**src/rtl/sc_mem_access_ctrl.sv**
```systemverilog
// Main-memory access sequencer: turns MIR RD/WR strobes into a req/ack memory
// transaction, stalls the control unit meanwhile and reports timeout/alignment/conflict errors.
module sc_mem_access_ctrl #(
    parameter int unsigned DATAWIDTH_BUS  = 32,
    parameter int unsigned DATAWIDTH_ADDR = 32,
    parameter int unsigned TIMEOUT_CYCLES = 16
) (
    input  logic                      SC_MemCtrl_CLOCK_50,
    input  logic                      SC_MemCtrl_RESET_InHigh,
    input  logic                      SC_MemCtrl_RD_In,
    input  logic                      SC_MemCtrl_WR_In,
    input  logic [DATAWIDTH_ADDR-1:0] SC_MemCtrl_Addr_InBUS,
    input  logic [DATAWIDTH_BUS-1:0]  SC_MemCtrl_WData_InBUS,
    input  logic                      SC_MemCtrl_ErrClear_In,
    input  logic [DATAWIDTH_BUS-1:0]  SC_MemCtrl_MemRData_InBUS,
    input  logic                      SC_MemCtrl_MemAck_In,
    output logic                      SC_MemCtrl_MemReq_Out,
    output logic                      SC_MemCtrl_MemWE_Out,
    output logic [DATAWIDTH_ADDR-1:0] SC_MemCtrl_MemAddr_OutBUS,
    output logic [DATAWIDTH_BUS-1:0]  SC_MemCtrl_MemWData_OutBUS,
    output logic [DATAWIDTH_BUS-1:0]  SC_MemCtrl_RData_OutBUS,
    output logic                      SC_MemCtrl_Stall_Out,
    output logic                      SC_MemCtrl_Done_Out,
    output logic                      SC_MemCtrl_Error_Out,
    output logic [1:0]                SC_MemCtrl_ErrCode_OutBUS
);

    localparam int unsigned CNT_W = $clog2(TIMEOUT_CYCLES);
    localparam logic [CNT_W-1:0] CNT_LAST = CNT_W'(TIMEOUT_CYCLES - 1);

    localparam logic [1:0] ERR_TIMEOUT  = 2'b01;
    localparam logic [1:0] ERR_MISALIGN = 2'b10;
    localparam logic [1:0] ERR_CONFLICT = 2'b11;

    typedef enum logic [1:0] {
        StIdle = 2'd0,
        StWait = 2'd1,
        StDone = 2'd2
    } state_t;

    state_t                    r_state, w_state_next;
    logic [CNT_W-1:0]          r_cnt, w_cnt_next;
    logic                      r_req, w_req_next;
    logic                      r_we, w_we_next;
    logic [DATAWIDTH_ADDR-1:0] r_addr, w_addr_next;
    logic [DATAWIDTH_BUS-1:0]  r_wdata, w_wdata_next;
    logic [DATAWIDTH_BUS-1:0]  r_rdata, w_rdata_next;
    logic                      r_done, w_done_next;
    logic                      r_err, w_err_next;
    logic [1:0]                r_code, w_code_next;
    logic                      w_start;

    assign w_start = SC_MemCtrl_RD_In | SC_MemCtrl_WR_In;

    always_ff @(posedge SC_MemCtrl_CLOCK_50) begin
        if (SC_MemCtrl_RESET_InHigh) begin
            r_state <= StIdle;
            r_cnt   <= '0;
            r_req   <= 1'b0;
            r_we    <= 1'b0;
            r_addr  <= '0;
            r_wdata <= '0;
            r_rdata <= '0;
            r_done  <= 1'b0;
            r_err   <= 1'b0;
            r_code  <= 2'b00;
        end else begin
            r_state <= w_state_next;
            r_cnt   <= w_cnt_next;
            r_req   <= w_req_next;
            r_we    <= w_we_next;
            r_addr  <= w_addr_next;
            r_wdata <= w_wdata_next;
            r_rdata <= w_rdata_next;
            r_done  <= w_done_next;
            r_err   <= w_err_next;
            r_code  <= w_code_next;
        end
    end

    always_comb begin
        w_state_next = r_state;
        w_cnt_next   = r_cnt;
        w_req_next   = r_req;
        w_we_next    = r_we;
        w_addr_next  = r_addr;
        w_wdata_next = r_wdata;
        w_rdata_next = r_rdata;
        w_done_next  = 1'b0;
        w_err_next   = r_err;
        w_code_next  = r_code;

        // Clear first so an error raised below in the same cycle takes precedence.
        if (SC_MemCtrl_ErrClear_In) begin
            w_err_next  = 1'b0;
            w_code_next = 2'b00;
        end

        case (r_state)
            StIdle: begin
                if (w_start) begin
                    if (SC_MemCtrl_RD_In && SC_MemCtrl_WR_In) begin
                        w_err_next   = 1'b1;
                        w_code_next  = ERR_CONFLICT;
                        w_done_next  = 1'b1;
                        w_state_next = StDone;
                    end else if (SC_MemCtrl_Addr_InBUS[1:0] != 2'b00) begin
                        w_err_next   = 1'b1;
                        w_code_next  = ERR_MISALIGN;
                        w_done_next  = 1'b1;
                        w_state_next = StDone;
                    end else begin
                        w_addr_next  = SC_MemCtrl_Addr_InBUS;
                        w_wdata_next = SC_MemCtrl_WData_InBUS;
                        w_we_next    = SC_MemCtrl_WR_In;
                        w_req_next   = 1'b1;
                        w_cnt_next   = '0;
                        w_state_next = StWait;
                    end
                end
            end
            StWait: begin
                // Ack is checked before the timeout, so a last-cycle ack still succeeds.
                if (SC_MemCtrl_MemAck_In) begin
                    w_req_next = 1'b0;
                    if (!r_we) begin
                        w_rdata_next = SC_MemCtrl_MemRData_InBUS;
                    end
                    w_done_next  = 1'b1;
                    w_state_next = StDone;
                end else if (r_cnt == CNT_LAST) begin
                    w_req_next   = 1'b0;
                    w_err_next   = 1'b1;
                    w_code_next  = ERR_TIMEOUT;
                    w_done_next  = 1'b1;
                    w_state_next = StDone;
                end else begin
                    w_cnt_next = r_cnt + 1'b1;
                end
            end
            StDone: begin
                w_state_next = StIdle;
            end
            default: begin
                w_state_next = StIdle;
                w_req_next   = 1'b0;
            end
        endcase
    end

    assign SC_MemCtrl_MemReq_Out      = r_req;
    assign SC_MemCtrl_MemWE_Out       = r_we;
    assign SC_MemCtrl_MemAddr_OutBUS  = r_addr;
    assign SC_MemCtrl_MemWData_OutBUS = r_wdata;
    assign SC_MemCtrl_RData_OutBUS    = r_rdata;
    assign SC_MemCtrl_Done_Out        = r_done;
    assign SC_MemCtrl_Error_Out       = r_err;
    assign SC_MemCtrl_ErrCode_OutBUS  = r_code;
    assign SC_MemCtrl_Stall_Out       = (r_state == StWait) || ((r_state == StIdle) && w_start);

endmodule

```
**config.mk**
```make
export PLATFORM = sky130hd
export DESIGN_NAME = sc_mem_access_ctrl
export DESIGN_NICKNAME = d
export VERILOG_FILES = /design/src/rtl/sc_mem_access_ctrl.sv
export SDC_FILE = /design/constraint.sdc
export NUM_CORES = 1
export LEC_CHECK = 0
export CAP_MARGIN = 20
export CORE_MARGIN = 2
export CORE_UTILIZATION = 25
export DETAILED_ROUTE_END_ITERATION = 16
export PLACE_DENSITY = 0.62
export SLEW_MARGIN = 20
export SYNTH_ARGS = -nofsm -noshare
export SYNTH_HDL_FRONTEND = slang
export SYNTH_SLANG_ARGS = --single-unit
```
**constraint.sdc**
```tcl
create_clock -name SC_MemCtrl_CLOCK_50 -period 1.9 [get_ports SC_MemCtrl_CLOCK_50]
set_clock_uncertainty 0.15 [all_clocks]
set_input_delay 0.285 -clock SC_MemCtrl_CLOCK_50 [delete_from_list [all_inputs] [get_ports SC_MemCtrl_CLOCK_50]]
set_output_delay 0.285 -clock SC_MemCtrl_CLOCK_50 [all_outputs]
set_load 0.05 [all_outputs]
```
# Word level (Yosys, flattened, before mapping)
# Index checks and enable logic that the tools add are counted.
# Widths: inputs -> output; s select.
# totals
reg_bits	108
latchBits	0
ramBits	0
mem_bits_ro	0
inputBits	102
out_inout_bits	103
word_cells	74
mem_count	0
# op_classes
addsub	1
multipliers	0
div_mod_pow	0
order_cmp	0
n_eq_ne	9
n_shift	0
n_mux	38
bitwise	5
n_reduce_logical	11
# op_table
cell	count
$mux 2	11
$mux 4	5
$mux 1	16
$ne 2x2->1 const B	5
$pmux 2 s2	2
$pmux 4 s2	1
$reduce_and 6->1	1
$reduce_and 5->1	1
$add 4x1->4 const B	1
$eq 4x4->1 const B	1
$not 1->1	4
$pmux 1 s2	2
$reduce_and 4->1	1
$reduce_bool 2->1	2
$ne 3x3->1 const B	1
$pmux 1 s3	1
$reduce_and 3->1	1
$eq 2x1->1 const B	1
$eq 2x2->1 const B	1
$logic_and 1x1->1	2
$logic_not 2->1	1
$reduce_and 2->1	1
$logic_or 1x1->1	1
$or 1x1->1	1

# Longest topological paths before layout
# logic_depth
ltp_word	5
mapped_depth	6
mapped_depth_nobuf	4

# Least setup slack after synthesis
# OpenSTA, ideal clock, no wires.
# synth_path
kind	register to register
start	register r_we, in the netlist SC_MemCtrl_MemWE_Out
end	register r_rdata[10], in the netlist SC_MemCtrl_RData_OutBUS[10]
setup_time_ns	0.070
arrival_time_ns	1.486
t_required_ns	1.680
setup_slack_ns	0.193
path_stages_with_launch	6
synth_period_minus_slack_ns	1.707
path_cell_list	dfxtp_1 nand4bb_1 clkbuf_1 clkbuf_1 nand2_1 a21oi_1
# synth_via
elab_chain_len	2
# synth_lines
item	line_no	text
start, declared	44	logic r_we, w_we_next;
start signal, assigned	71	r_we <= w_we_next;
$not 1->1 (no line)	n/a	
$reduce_and 3->1 (no line)	n/a	
end signal, assigned	74	r_rdata <= w_rdata_next;
end, declared	47	logic [DATAWIDTH_BUS-1:0] r_rdata, w_rdata_next;
# Every way passes these cells.
# A chain may end at the register's enable or synchronous reset.

# Worst setup path in the final report
# layout_path
start	input SC_MemCtrl_WR_In
end	output SC_MemCtrl_Stall_Out
# layout_via
elab_chain_len	3
# layout_lines
item	line_no	text
start, declared	11	input logic SC_MemCtrl_WR_In,
$or 1x1->1	53	assign w_start = SC_MemCtrl_RD_In | SC_MemCtrl_WR_In;
$logic_and 1x1->1	159	assign SC_MemCtrl_Stall_Out = (r_state == StWait) || ((r_state == StIdle) && w_start);
$logic_or 1x1->1	159	
end, declared	22	output logic SC_MemCtrl_Stall_Out,
# Every way passes these cells.

==> results.py <==
metrics = {
    "run_status": {
        "status": "complete, no violations",
    },
    "floorplan": {
        "die_area_um2": 17800,
        "io_pins": 205,
        "die_w_um": 133,
        "core.rowCount": 47,
        "die_y_um": 133,
        "core_um2": 16500,
        "start_util_pct": 25.4,
    },
    "sta": {
        "fin_crit_sh_pct": 94.2,
        "worstMarginPinSlew_ns": 0.508,
        "finalHoldViolCount": 0,
        "rsz0062_at_grt": "false",
        "maxSlewHeadroom_pct": 66.1,
        "setup_viol": 0,
        "max_freq_mhz": 559,
        "final_max_slew_viol_count": 0,
        "post-route-min-period_ns": 1.79,
    },
    "clock_tree": {
        "cts-buffers-inserted": 9,
        "clk_pin_slew_ns": 0.07,
        "clock-sinks": 108,
        "clock_latency_ns": 0.35,
        "htreeDepth": 3,
        "cts_tree": "built",
        "clock_path_buffers": 2,
        "cts_root_buf": "clkbuf_16",
    },
    "worst_setup_path": {
        "cp_max_fo": 8,
        "worstPathArrival_ns": 1.35,
        "worst_ep_required_time_ns": 1.46,
        "endpoint_kind": "output port",
        "worstSetupPathType": "input port to output port",
        "critPathLaunchType": "input port",
    },
    "global_routing": {
        "grt_pass1_wl_um": 20600,
        "grt-ovfl-total": 0,
        "track_usage_pct": 14.3,
        "grt_pass1_vias": 3993,
        "grt_max_degree": 57,
        "antenna_found_initial": 1,
    },
    "finish": {
        "post-route-util_pct": 40.2,
        "synthToLayoutAreaGrowth_pct": 58.6,
        "finalInstanceArea_um2": 6630,
        "drive_above_1_share_pct": 19.1,
        "nNetsFinal": 794,
    },
    "placement": {
        "gp_congestion": 0.718,
        "place_area_um2": 6320,
        "dpl.hpwl_um": 8610,
        "port_buffers": 204,
    },
    "power": {
        "powerDensity_nw_per_um2": 786,
        "p_leak_nw": 2.53,
        "worst_ir_drop_vdd_uv": 608,
    },
    "synthesis": {
        "syn_area_um2": 4180,
        "postSynthCellCount": 501,
        "synthDistinctLibCells": 37,
        "synth-adder-area-share_pct": 0.299,
        "postSynthAreaPerCell_um2": 8.34,
        "synth_top_family_by_area": "compound AO/OA/AOI/OAI gates",
        "synth_xor_area_share_pct": 0.599,
        "ys_warn_count": 0,
        "synth-seq-area-share_pct": 51.8,
        "synthSimpleGateAreaFrac_pct": 17.5,
        "synthMuxAreaShare_pct": 0,
        "synth_seq_cells": 108,
        "synth_compound_area_share_pct": 22.6,
        "syn-num-nets": 604,
    },
    "route": {
        "postRouteWirelength_um": 13100,
        "wl_per_cell_um": 14.3,
        "first_pass_iters": 4,
        "viasPerCell": 4.62,
        "route.vias.total": 4236,
        "drcViolationCount": 0,
        "ant_nets": 0,
        "drt_iter0_drc": 160,
    },
    "hold_path": {
        "min_path_type": "register to register",
    },
    "run": {
        "drv_cap": 0,
    },
}
## logic make-up (layout without fill, tap and decap cells)
family / after synthesis / after routing
compound gates: 181 / 181
simple gates: 154 / 154
flops: 108 / 108
buf+inv: 55 / 250
xor+xnor: 2 / 2
fa+ha+maj: 1 / 1
other cells: 0 / 1
## where the power goes
group / switching (mW) / total (mW) / internal (mW) / leakage [nW]
Sequential: 0.0348 / 2.37 / 2.33 / 0.875
Clock: 0.870 / 1.83 / 0.962 / 0.134
Combinational: 0.590 / 1.01 / 0.420 / 1.52
## metrics by stage
stage / worst slack [ns] / hold slack (ns) / std cells / TNS, ns / total power [mW]
3_3_place_gp: -0.320 / 0.269 / 898 / -17.76 / 3.44
3_5_place_dp: -0.318 / 0.271 / 898 / -18.38 / 3.44
5_1_grt: 0.0470 / 0.301 / 917 / 0 / 5.46
4_1_cts: 0.0633 / 0.283 / 915 / 0 / 5.31
2_1_floorplan: 0.193 / 0.271 / 501 / 0 / 2.97
6_report: 0.111 / 0.280 / 917 / 0 / 5.21
## registers in the layout, indices dropped and copies added (netlist names)
name                        flops
SC_MemCtrl_Done_Out             1
SC_MemCtrl_MemWE_Out            1
r_cnt                           4
SC_MemCtrl_MemReq_Out           1
SC_MemCtrl_MemAddr_OutBUS      32
SC_MemCtrl_ErrCode_OutBUS       2
r_state                         2
SC_MemCtrl_Error_Out            1
SC_MemCtrl_RData_OutBUS        32
SC_MemCtrl_MemWData_OutBUS     32
## synthesized netlist by cell type (all sizes together)
| master | number | area share [%] |
|---|---|---|
| nand2b | 1 | 0.15 |
| nand2 | 68 | 6.1 |
| nor4 | 1 | 0.51 |
| nor3 | 4 | 0.48 |
| nor3b | 1 | 0.18 |
| buf | 26 | 4.7 |
| and4bb | 1 | 0.30 |
| dfxtp | 108 | 52 |
| xnor2 | 1 | 0.39 |
| o311ai | 1 | 0.21 |
| nand3 | 66 | 7.9 |
| inv | 4 | 0.36 |
| and3 | 1 | 0.15 |
| a22oi | 1 | 0.18 |
| a221oi | 1 | 0.21 |
| a21oi | 102 | 12 |
| nor2 | 5 | 0.45 |
| a31oi | 2 | 0.30 |
| ha | 1 | 0.30 |
| a21o | 1 | 0.18 |
| clkbuf | 25 | 2.2 |
| o31a | 2 | 0.45 |
| nand4bb | 1 | 0.27 |
| or4 | 1 | 0.18 |
| o21ai | 67 | 8.2 |
| xor2 | 1 | 0.21 |
| and2b | 1 | 0.21 |
| o31ai | 1 | 0.18 |
| or3b | 1 | 0.27 |
| or3 | 2 | 0.30 |
| o21a | 1 | 0.18 |
| o22ai | 2 | 0.30 |
## layout by cell type, fill, tap and decap left out, types with 2 or more instances in the layout
| cell | Yosys | final |
|---|---|---|
| dfxtp_1 | 108 | 108 |
| a21oi_1 | 102 | 102 |
| clkdlybuf4s50_1 | 0 | 99 |
| buf_4 | 6 | 97 |
| nand2_1 | 68 | 68 |
| nand3_1 | 66 | 66 |
| o21ai_1 | 58 | 60 |
| dlygate4sd2_1 | 0 | 23 |
| clkbuf_16 | 0 | 10 |
| buf_12 | 0 | 9 |
| nor2_1 | 5 | 5 |
| o21ai_0 | 7 | 5 |
| nor3_1 | 4 | 4 |
| inv_1 | 4 | 4 |
| clkinvlp_4 | 0 | 3 |
| o21ai_2 | 2 | 2 |
| or3_1 | 2 | 2 |
| o22ai_1 | 2 | 2 |
| a31oi_1 | 2 | 2 |
| clkbuf_8 | 0 | 2 |
## repair_timing
item	CTS	global route
endpoints found under the setup margin	23	4
buffers inserted	0	0
hold endpoints to repair	1	0
hold buffers	1	0
cloned	0	1
gates resized for setup	23	3
## cell type report
type,instances,area [µm²]
fillers,1688,9840
inverters,4,15.0
multi-input cells,338,1750
diodes,1,2.50
well taps,220,275
flip-flops and latches,108,2160
clock inverters,5,36.3
repair buffers,230,2140
clock buffers,11,253
## critical path: stages
cell and delay (ns):
clkdlybuf4s50_1 0.50, buf_12 0.15, nor3_1 0.06, nor2_1 0.19
buf_12 0.17
## metal layers
metal	up-vias	track usage (%)	share of wire, %
met5	-	0	0
met4	0	4.96	1.8
met3	17	6.01	9.2
met2	151	21.9	45
met1	1942	18.2	44
li1	2126	-	-
## worst paths after layout
kind | start | to | slack (ns) | depth (start not counted)
min | SC_MemCtrl_MemAddr_OutBUS[0]$_SDFFE_PP0P_ | SC_MemCtrl_MemAddr_OutBUS[0]$_SDFFE_PP0P_ | 0.28 | 2
max reg2reg | r_state[1]$_SDFFE_PP0P_ | SC_MemCtrl_MemAddr_OutBUS[14]$_SDFFE_PP0P_ | 0.23 | 5
max | SC_MemCtrl_WR_In | SC_MemCtrl_Stall_Out | 0.11 | 5
min reg2reg | SC_MemCtrl_MemAddr_OutBUS[0]$_SDFFE_PP0P_ | SC_MemCtrl_MemAddr_OutBUS[0]$_SDFFE_PP0P_ | 0.28 | 2
No activity file was read; power rests on OpenSTA's default activity.
